File: config.mk
export PLATFORM = sky130hd
export DESIGN_NAME = dmem_result_reader
export DESIGN_NICKNAME = d
export VERILOG_FILES = /design/src/rtl/cpu24_pkg.sv /design/src/rtl/word_serializer_24to8.sv /design/src/rtl/dmem_result_reader.sv
export SDC_FILE = /design/constraint.sdc
export NUM_CORES = 1
export LEC_CHECK = 0
export CORE_ASPECT_RATIO = 0.8
export CORE_MARGIN = 3
export CORE_UTILIZATION = 46
export DETAILED_ROUTE_END_ITERATION = 10
export GPL_TIMING_DRIVEN = 0
export PLACE_DENSITY = 0.76
export SYNTH_ARGS = -nofsm -noshare
export SYNTH_HDL_FRONTEND = slang
export SYNTH_HIERARCHICAL = 1
export SYNTH_SLANG_ARGS = --single-unit
File: constraint.sdc
create_clock -name clk -period 2.4 [get_ports clk]
set_input_delay 0.48 -clock clk [delete_from_list [all_inputs] [get_ports clk]]
set_output_delay 0.48 -clock clk [all_outputs]
set_load 0.1 [all_outputs]
File: src/rtl/cpu24_pkg.sv
// Shared definitions for the 24-bit core: result-dump FSM encoding, word geometry, result region base.
// Pure declarations, no logic.
package cpu24_pkg;

    localparam int          WORD_W         = 24;
    localparam int          BYTES_PER_WORD = 3;
    // Also the store-notifier threshold on the CPU side; keep the two in step.
    localparam logic [13:0] RESULT_BASE    = 14'h3000;

    typedef enum logic [2:0] {
        ST_IDLE = 3'd0,
        ST_RD   = 3'd1,
        ST_LAT  = 3'd2,
        ST_B2   = 3'd3,
        ST_B1   = 3'd4,
        ST_B0   = 3'd5,
        ST_CSUM = 3'd6,
        ST_DONE = 3'd7
    } dump_state_t;

    // Byte idx of a 24-bit word, 2 = most significant.
    function automatic logic [7:0] word_byte(input logic [WORD_W-1:0] w, input logic [1:0] idx);
        return w[8*idx +: 8];
    endfunction

endpackage

File: src/rtl/word_serializer_24to8.sv
// Splits a loaded 24-bit word into 3 bytes MSB-first and keeps the running XOR of every byte sent.
// Latency: first byte valid the cycle after load; one byte per handshake thereafter.
// Backpressure: holds tx_data/tx_valid until tx_ready; after the final word it appends the checksum byte.
module word_serializer_24to8
    import cpu24_pkg::*;
(
    input  logic              clk,
    input  logic              rst,
    input  logic              clear,
    input  logic              load,
    input  logic [WORD_W-1:0] load_word,
    input  logic              final_word,
    output logic [7:0]        tx_data,
    output logic              tx_valid,
    input  logic              tx_ready,
    output logic              last_byte,
    output logic              csum_sent
);

    logic [WORD_W-1:0] word_q;
    logic [1:0]        byte_sel;
    logic              csum_mode;
    logic [7:0]        csum;
    logic              hs;

    assign hs        = tx_valid & tx_ready;
    assign last_byte = hs & ~csum_mode & (byte_sel == 2'd0);
    assign csum_sent = hs & csum_mode;

    always_ff @(posedge clk) begin
        if (rst || clear) begin
            word_q    <= '0;
            byte_sel  <= '0;
            csum_mode <= 1'b0;
            csum      <= 8'h00;
            tx_data   <= 8'h00;
            tx_valid  <= 1'b0;
        end else if (load) begin
            word_q    <= load_word;
            byte_sel  <= 2'(BYTES_PER_WORD - 1);
            csum_mode <= 1'b0;
            tx_data   <= word_byte(load_word, 2'(BYTES_PER_WORD - 1));
            tx_valid  <= 1'b1;
        end else if (hs) begin
            if (csum_mode) begin
                csum_mode <= 1'b0;
                tx_valid  <= 1'b0;
            end else begin
                csum <= csum ^ tx_data;
                if (byte_sel != 2'd0) begin
                    byte_sel <= byte_sel - 2'd1;
                    tx_data  <= word_byte(word_q, byte_sel - 2'd1);
                end else if (final_word) begin
                    // Checksum goes out back-to-back with the last data byte, folding that byte in.
                    csum_mode <= 1'b1;
                    tx_data   <= csum ^ tx_data;
                end else begin
                    tx_valid <= 1'b0;
                end
            end
        end
    end

endmodule

File: src/rtl/dmem_result_reader.sv
// Dumps WORD_COUNT data-RAM words from BASE_ADDR as a byte stream plus XOR checksum once the core halts.
// Latency: 5 cycles per word with tx_ready high (RD, LAT, 3 bytes); 5*WORD_COUNT+1 cycles to DONE.
// Backpressure: valid/ready on tx; bytes are held stable while stalled, RAM is only read between words.
module dmem_result_reader
    import cpu24_pkg::*;
#(
    parameter int                 DATA_AW    = 14,
    parameter logic [DATA_AW-1:0] BASE_ADDR  = RESULT_BASE,
    parameter int                 WORD_COUNT = 16,
    parameter int                 DataR      = 24
) (
    input  logic               clk,
    input  logic               rst,
    input  logic               halt,
    output logic [DATA_AW-1:0] mem_addr,
    output logic               mem_rd_en,
    input  logic [DataR-1:0]   mem_rd_data,
    output logic [7:0]         tx_data,
    output logic               tx_valid,
    input  logic               tx_ready,
    output logic               busy,
    output logic               done,
    output logic [DATA_AW:0]   word_idx
);

    localparam logic [DATA_AW:0] LAST_IDX = (DATA_AW+1)'(WORD_COUNT - 1);

    dump_state_t state_q;
    dump_state_t state_d;
    logic        start;
    logic        is_last;
    logic        hs;
    logic        last_byte;
    logic        csum_sent;

    assign start   = (state_q == ST_IDLE) && halt;
    assign is_last = (word_idx == LAST_IDX);
    assign hs      = tx_valid & tx_ready;

    // Address wraps modulo 2^DATA_AW through the natural truncation of the add.
    assign mem_rd_en = (state_q == ST_RD);
    assign mem_addr  = mem_rd_en ? (BASE_ADDR + word_idx[DATA_AW-1:0]) : '0;

    always_comb begin
        state_d = state_q;
        case (state_q)
            ST_IDLE: if (halt)      state_d = ST_RD;
            ST_RD:                  state_d = ST_LAT;
            ST_LAT:                 state_d = ST_B2;
            ST_B2:   if (hs)        state_d = ST_B1;
            ST_B1:   if (hs)        state_d = ST_B0;
            ST_B0:   if (last_byte) state_d = is_last ? ST_CSUM : ST_RD;
            ST_CSUM: if (csum_sent) state_d = ST_DONE;
            ST_DONE: if (!halt)     state_d = ST_IDLE;
            default:                state_d = ST_IDLE;
        endcase
    end

    always_ff @(posedge clk) begin
        if (rst) begin
            state_q  <= ST_IDLE;
            word_idx <= '0;
            busy     <= 1'b0;
            done     <= 1'b0;
        end else begin
            state_q <= state_d;
            if (start) begin
                word_idx <= '0;
                busy     <= 1'b1;
            end
            if ((state_q == ST_B0) && last_byte && !is_last) begin
                word_idx <= word_idx + 1'b1;
            end
            if ((state_q == ST_CSUM) && csum_sent) begin
                busy <= 1'b0;
                done <= 1'b1;
            end
            if ((state_q == ST_DONE) && !halt) begin
                done <= 1'b0;
            end
        end
    end

    word_serializer_24to8 u_ser (
        .clk        (clk),
        .rst        (rst),
        .clear      (start),
        .load       (state_q == ST_LAT),
        .load_word  (WORD_W'(mem_rd_data)),
        .final_word (is_last),
        .tx_data    (tx_data),
        .tx_valid   (tx_valid),
        .tx_ready   (tx_ready),
        .last_byte  (last_byte),
        .csum_sent  (csum_sent)
    );

endmodule

==> results of run 1 <==
metal layers:
| metal | vias up | track usage [%] | part of all wire (%) |
|---|---|---|---|
| li1 | 1542 | - | - |
| met1 | 1473 | 34.1 | 47 |
| met2 | 126 | 30.9 | 43 |
| met3 | 10 | 4.20 | 8.3 |
| met4 | 0 | 7.44 | 1.0 |
| met5 | - | 0 | 0 |
layout make-up:
type	instances	area, µm²	share of cell area (%)
plain buffers	19	120	2.60
clock inverters	6	57.6	1.25
inverters	10	50.0	1.08
multi-input cells	274	1970	42.8
well taps	87	109	2.36
flip-flops and latches	64	1320	28.6
repair buffers	91	857	18.6
clock buffers	10	128	2.77
stage by stage:
step	total power, mW	hold WS [ns]	setup slack [ns]	instances
2_1_floorplan	2.39	0.443	-0.197	372
3_3_place_gp	2.72	0.458	-0.898	527
3_5_place_dp	2.75	0.463	-0.974	527
4_1_cts	3.69	0.474	-0.00428	554
5_1_grt	3.89	0.493	-0.0321	561
6_report	3.71	0.475	0.0103	561
worst max-delay path: stages (launching register included):
cell and delay [ns]:
dfxtp_4 0.37, or4_1 0.49, or4_4 0.58, clkinv_8 0.08, nor2b_4 0.04, o31ai_4 0.31
buf_4 0.20, o21ai_1 0.06, a31oi_1 0.18
synth_stat cells (3+ instances only):
cell type  number
nand2b_1        3
and3_1          5
a21oi_1        16
mux2_2          9
ha_1            6
nand2_1        34
mux2i_1        18
clkbuf_1       11
a221oi_1        7
or4_2           4
and4_1          3
nand4_1         3
nor4_1          7
a211o_1         9
nor2b_1         4
xnor2_1         9
o31ai_1         3
nand3_1         6
inv_1           8
dfxtp_1        64
a31oi_1         8
buf_6           5
buf_2           5
o21ai_0        17
xor2_1          8
and2_1         15
a221o_1         3
or2_2           3
nor3_1          5
nor2_1         34
where the power goes:
group	internal (mW)	switching (mW)	total [mW]
sequential	1.16	0.118	1.28
clock	0.475	0.411	0.886
combinational	0.541	1.01	1.55
flip-flops by register name, summed over array words and instances, names as in the netlist:
name	count
busy	1
done	1
state_q	3
u_ser/byte_sel	2
u_ser/csum	8
u_ser/csum_mode	1
u_ser/tx_data	8
u_ser/tx_valid	1
u_ser/word_q	24
word_idx	15
timing repair:
item / 4_1_cts / 5_1_grt
endpoints found under the setup margin: 69 / 69
resized for setup: 106 / 34
hold buffers: 0 / 0
pin swaps: 5 / 4
buffers inserted: 13 / 9
cloned: 1 / 0
cell usage in the layout, fill, tap and decap left out, types with 10 or more instances in the layout:
cell type / n
nand2_1: 33
mux2i_1: 18
nor2_1: 34
a21oi_1: 14
buf_4: 21
clkdlybuf4s50_1: 38
dfxtp_2: 11
buf_2: 10
buf_6: 15
dfxtp_1: 47
how the worst max path moves through the flow:
stage	slack, ns	to	startpoint
3_3_place_gp	-0.90	mem_addr[7]	state_q[0]
3_5_place_dp	-0.97	mem_addr[11]	state_q[0]
6_report	0.01	u_ser/tx_data[6]	word_idx[10]
2_1_floorplan	-0.20	mem_addr[13]	word_idx[12]
5_1_grt	-0.03	word_idx[10]	u_ser/byte_sel[0]
4_1_cts	-0.004	word_idx[7]	u_ser/byte_sel[0]
cells by family after synthesis:
family	Yosys count	synth area share (%)
buffers and inverters	34	6.10
muxes	27	8.42
xor gates and xnor gates	17	4.45
DFF	64	38.3
adders and majority gates	6	2.24
and+or+nand+nor	144	23.2
AOI/OAI and AO/OA	80	17.3
==> out/results.ini, run 1 <==
[power]
power.leakage_nw=1.94
ir_worst_vdd_mv=0.537
power.density_nw_per_um2=805

[synth]
synth_top_area_share_pct=38.3
netlist_area_um2=3340
async_flop_share_pct=0
synth_cell_types=64
netlist_instances=372
avgSynthCellArea_um2=8.99
yosysWarnings=6
synth_fp_nets=406
ys.flop_type=dfxtp_1
synth_top_area_cell=dfxtp_1
ys_seq_area_share_pct=38.3
ys_ff_latch=64
yosys-top-cells-area=dfxtp_1 38%, mux2i_1 5.4%, nand2_1 3.8%
synth_edf_count=0

[clocking]
clockRootBuffer=clkbuf_8
htree_levels=3
numCtsBuffers=9
clock_latency_ns=0.34
clock_path_buffers=2
clock-sinks=64
cts_tree=done
clkTransAtPathRegs_ns=0.07

[routing]
drt-initial-drc-count=225
wl_mm=9.20
drc=0
vias=3151
wl_per_cell_um=16.4
via_per_inst=5.62
firstDrtPassIters=4
ant_nets=0

[placement]
dp_hpwl_mm=6.40
port_buffers=68
placed_cell_area_um2=4230
routabilityCongestion=0.911

[worst_setup_path]
reg2regPathDepth=8
crit_fanout=7
r2r_setup_slack_ns=0.01
critical_path_arrival_ns=2.65
start_kind=flop
r2r_start=word_idx[10]
critical_path_class=reg -> reg
crit_path_end_kind=flop
required_ns=2.66
r2r_end=u_ser/tx_data[6]

[floorplan]
die-width_um=101
core_um2=6960
boundaryPins=69
die_height_um=82.3
rows=27
dieArea_um2=8340
start_util_pct=48.1

[layout]
num-nets-final=503
area_growth_pct=37.9
num_antenna_cells=0
drive_above_1_share_pct=27.6
fillers=588
final_util_pct=66.3
stdcell_area_um2=4610

[timing]
slew_headroom_pct=34.8
max_freq_ghz=0.418
finalClockSkew_ns=0.00903
hold_violations=0
setup_violations=0
finalSetupTns_ns=0
rsz0062_at_grt=true
worstMarginPinSlew_ns=0.975
finalMaxSlewViolations=0
fin_crit_sh_pct=99.6
min_period_ns=2.39

[grt]
gr-total-overflow=0
antenna_found_initial=0
grt_pass1_vias=2823
grt_usage_pct=22.3
grt_max_degree=12
grt_pass1_wl_mm=14.5

[min_path]
min_from=u_ser/word_q[23]
holdPathStages=2
hold_path.class=reg -> reg
whs_endpoint=u_ser/word_q[23]

[status]
status=completed

[run]
drv_cap=0

Note: power is estimated with default switching activity, not from simulation.
==> run 2, diff against run 1 <==
- SKIP_LAST_GASP: unset -> 1
==> run 2 against run 1 <==
Effect of this change:
- largest power group unchanged
- design area rose by 0.30%
- maximum frequency fell by 1.4%
- highest routed layer unchanged
- clock-buffer cell count unchanged
- sequential share of layout area is essentially flat
- the flow now finishes with violations (setup timing)
- register-to-register slack got worse by 0.03 ns
- via count is 2.5% higher
- die area is the same
==> out/results.ini, run 2 (synthesized netlist as in run 1, its figures left out) <==
[layout]
multi_input_area_um2=1970  ; -0.32%
top_regs=u_ser/word_q: 24 flops, word_idx: 15 flops
regMostFlops=u_ser/word_q
fillers=585  ; -0.51%
drive_above_1_share_pct=27.6  ; -0.058 points
stdcell_area_um2=4630  ; +0.30%
final_cell_mix=47 x dfxtp_1, 38 x clkdlybuf4s50_1, 34 x nor2_1, 33 x nand2_1, 24 x buf_4
num-nets-final=504  ; +0.20%
final_common_cell=dfxtp_1
largest_register_ffs=24  ; unchanged
seq_area_um2=1320  ; +0.19%
area_growth_pct=38.3
num_antenna_cells=0  ; unchanged

[min_path]
hold_path.class=reg -> reg

[grt]
gr-total-overflow=0  ; unchanged
grt_usage_pct=22.2  ; -0.098 points
grt_max_degree=12  ; unchanged
antenna_found_initial=0  ; unchanged
grt_pass1_wl_mm=14.4  ; -0.43%
grt_pass1_vias=2826  ; +0.11%

[worst_setup_path]
crit_path_end_kind=flop
crit_fanout=6  ; -1
critical_path_class=reg -> reg
start_kind=flop
critical_path_arrival_ns=2.68  ; +0.03 ns
required_ns=2.65  ; about the same

[placement]
place_ws_ns=-0.974  ; unchanged
routabilityCongestion=0.911  ; unchanged
dp_hpwl_mm=6.40  ; unchanged
port_buffers=68  ; unchanged
placed_cell_area_um2=4230  ; unchanged

[timing]
fin_crit_sh_pct=101  ; +1.4 points
rsz0062_at_grt=true
slew_headroom_pct=34.8  ; about the same
finalMaxSlewViolations=0  ; unchanged
max_freq_ghz=0.413  ; -1.4%
finalClockSkew_ns=0.0106  ; +0.00155 ns
hold_violations=0  ; unchanged
min_period_ns=2.42  ; +0.0330 ns
setup_violations=2  ; +2
setup_ws_ns=-0.0227  ; -0.0330 ns
worstMarginPinSlew_ns=0.974  ; -0.000408 ns

[clocking]
numCtsBuffers=9  ; unchanged
clockRootBuffer=clkbuf_8
clock_path_buffers=2  ; unchanged
clock_latency_ns=0.34  ; about the same
cts_tree=done
cts_hold_buf=0  ; unchanged
htree_levels=3  ; unchanged
clock-sinks=64  ; unchanged
clkTransAtPathRegs_ns=0.07  ; about the same

[floorplan]
core_um2=6960  ; unchanged
boundaryPins=69  ; unchanged
start_util_pct=48.1  ; unchanged
die-width_um=101  ; unchanged
die_height_um=82.3  ; unchanged
dieArea_um2=8340  ; unchanged
rows=27  ; unchanged

[power]
power.density_nw_per_um2=808  ; +0.39%
power.leakage_nw=1.96  ; +0.94%
ir_worst_vdd_mv=0.535  ; -0.43%

[status]
status=complete, but fails checks
violations=setup timing

[routing]
wl_per_cell_um=16.5  ; +0.67%
firstDrtPassIters=5  ; +1
drt-initial-drc-count=206  ; -8.4%
vias=3230  ; +2.5%
via_per_inst=5.75  ; +2.3%
wl_mm=9.28  ; +0.85%
ant_nets=0  ; unchanged
drc=0  ; unchanged

[run]
drv_cap=0  ; unchanged

[run 2: what timing repair did]
action                     in CTS  in global routing
setup buffers                  13                  9
gates resized for setup        99                 35
pin swaps                       5                  2
gates cloned                    1                  0
setup endpoints to repair      69                 72
[run 2: final timing paths]
| path | start | to | slack (ns) | depth (start not counted) |
|---|---|---|---|---|
| max | word_idx[6] | u_ser/tx_data[7] | -0.02 | 8 |
| max reg2reg | word_idx[6] | u_ser/tx_data[7] | -0.02 | 8 |
| min reg2reg | u_ser/word_q[23] | u_ser/word_q[23] | 0.47 | 2 |
| min | u_ser/word_q[23] | u_ser/word_q[23] | 0.47 | 2 |
[run 2: metrics by stage]
stage	util [%]	cells	setup TNS (ns)	hold slack [ns]	power [mW]
2_1_floorplan	-	372	-0.793	0.443	2.39
3_3_place_gp	60.7	527	-35.05	0.458	2.72
3_5_place_dp	60.7	527	-37.49	0.463	2.75
4_1_cts	64.1	554	-0.468	0.474	3.68
5_1_grt	66.5	562	-0.328	0.493	3.91
6_report	66.5	562	-0.0247	0.473	3.74
[run 2: critical path, stage by stage, from the launching register on]
cell,delay (ns)
dfxtp_4,0.34
or4_1,0.52
or4_4,0.59
clkinv_8,0.08
nor2b_4,0.04
o31ai_4,0.31
buf_4,0.17
o21ai_0,0.08
a31oi_1,0.21
[run 2: power by group]
part | switching (mW) | total [mW] | internal [mW]
Combinational | 1.01 | 1.57 | 0.557
Clock | 0.414 | 0.890 | 0.475
Sequential | 0.116 | 1.28 | 1.16
Total | 1.55 | 3.74 | 2.19
[run 2: area by class of cell]
cell class              instances  area share [%]
well taps                      87            2.35
clock buffers                  10            2.76
inverters                      10            1.08
repair buffers                 91            18.6
multi-input cells             274            42.5
flip-flops and latches         64            28.5
plain buffers                  20            2.92
clock inverters                 6            1.24
[run 2: per-layer routing]
layer / wire [µm] / global-route usage [%] / vias up / part of all wire, %
li1: - / - / 1543 / -
met1: 4370 / 33.7 / 1520 / 47
met2: 4000 / 30.7 / 150 / 43
met3: 756 / 4.37 / 17 / 8.1
met4: 145 / 7.84 / 0 / 1.6
met5: 0 / 0 / - / 0
==> run 3, diff against run 2 <==
- CTS_CLUSTER_SIZE: unset -> 28
==> results of run 3 <==
No change in the layout: final DEF, timing and power equal those of run 2.
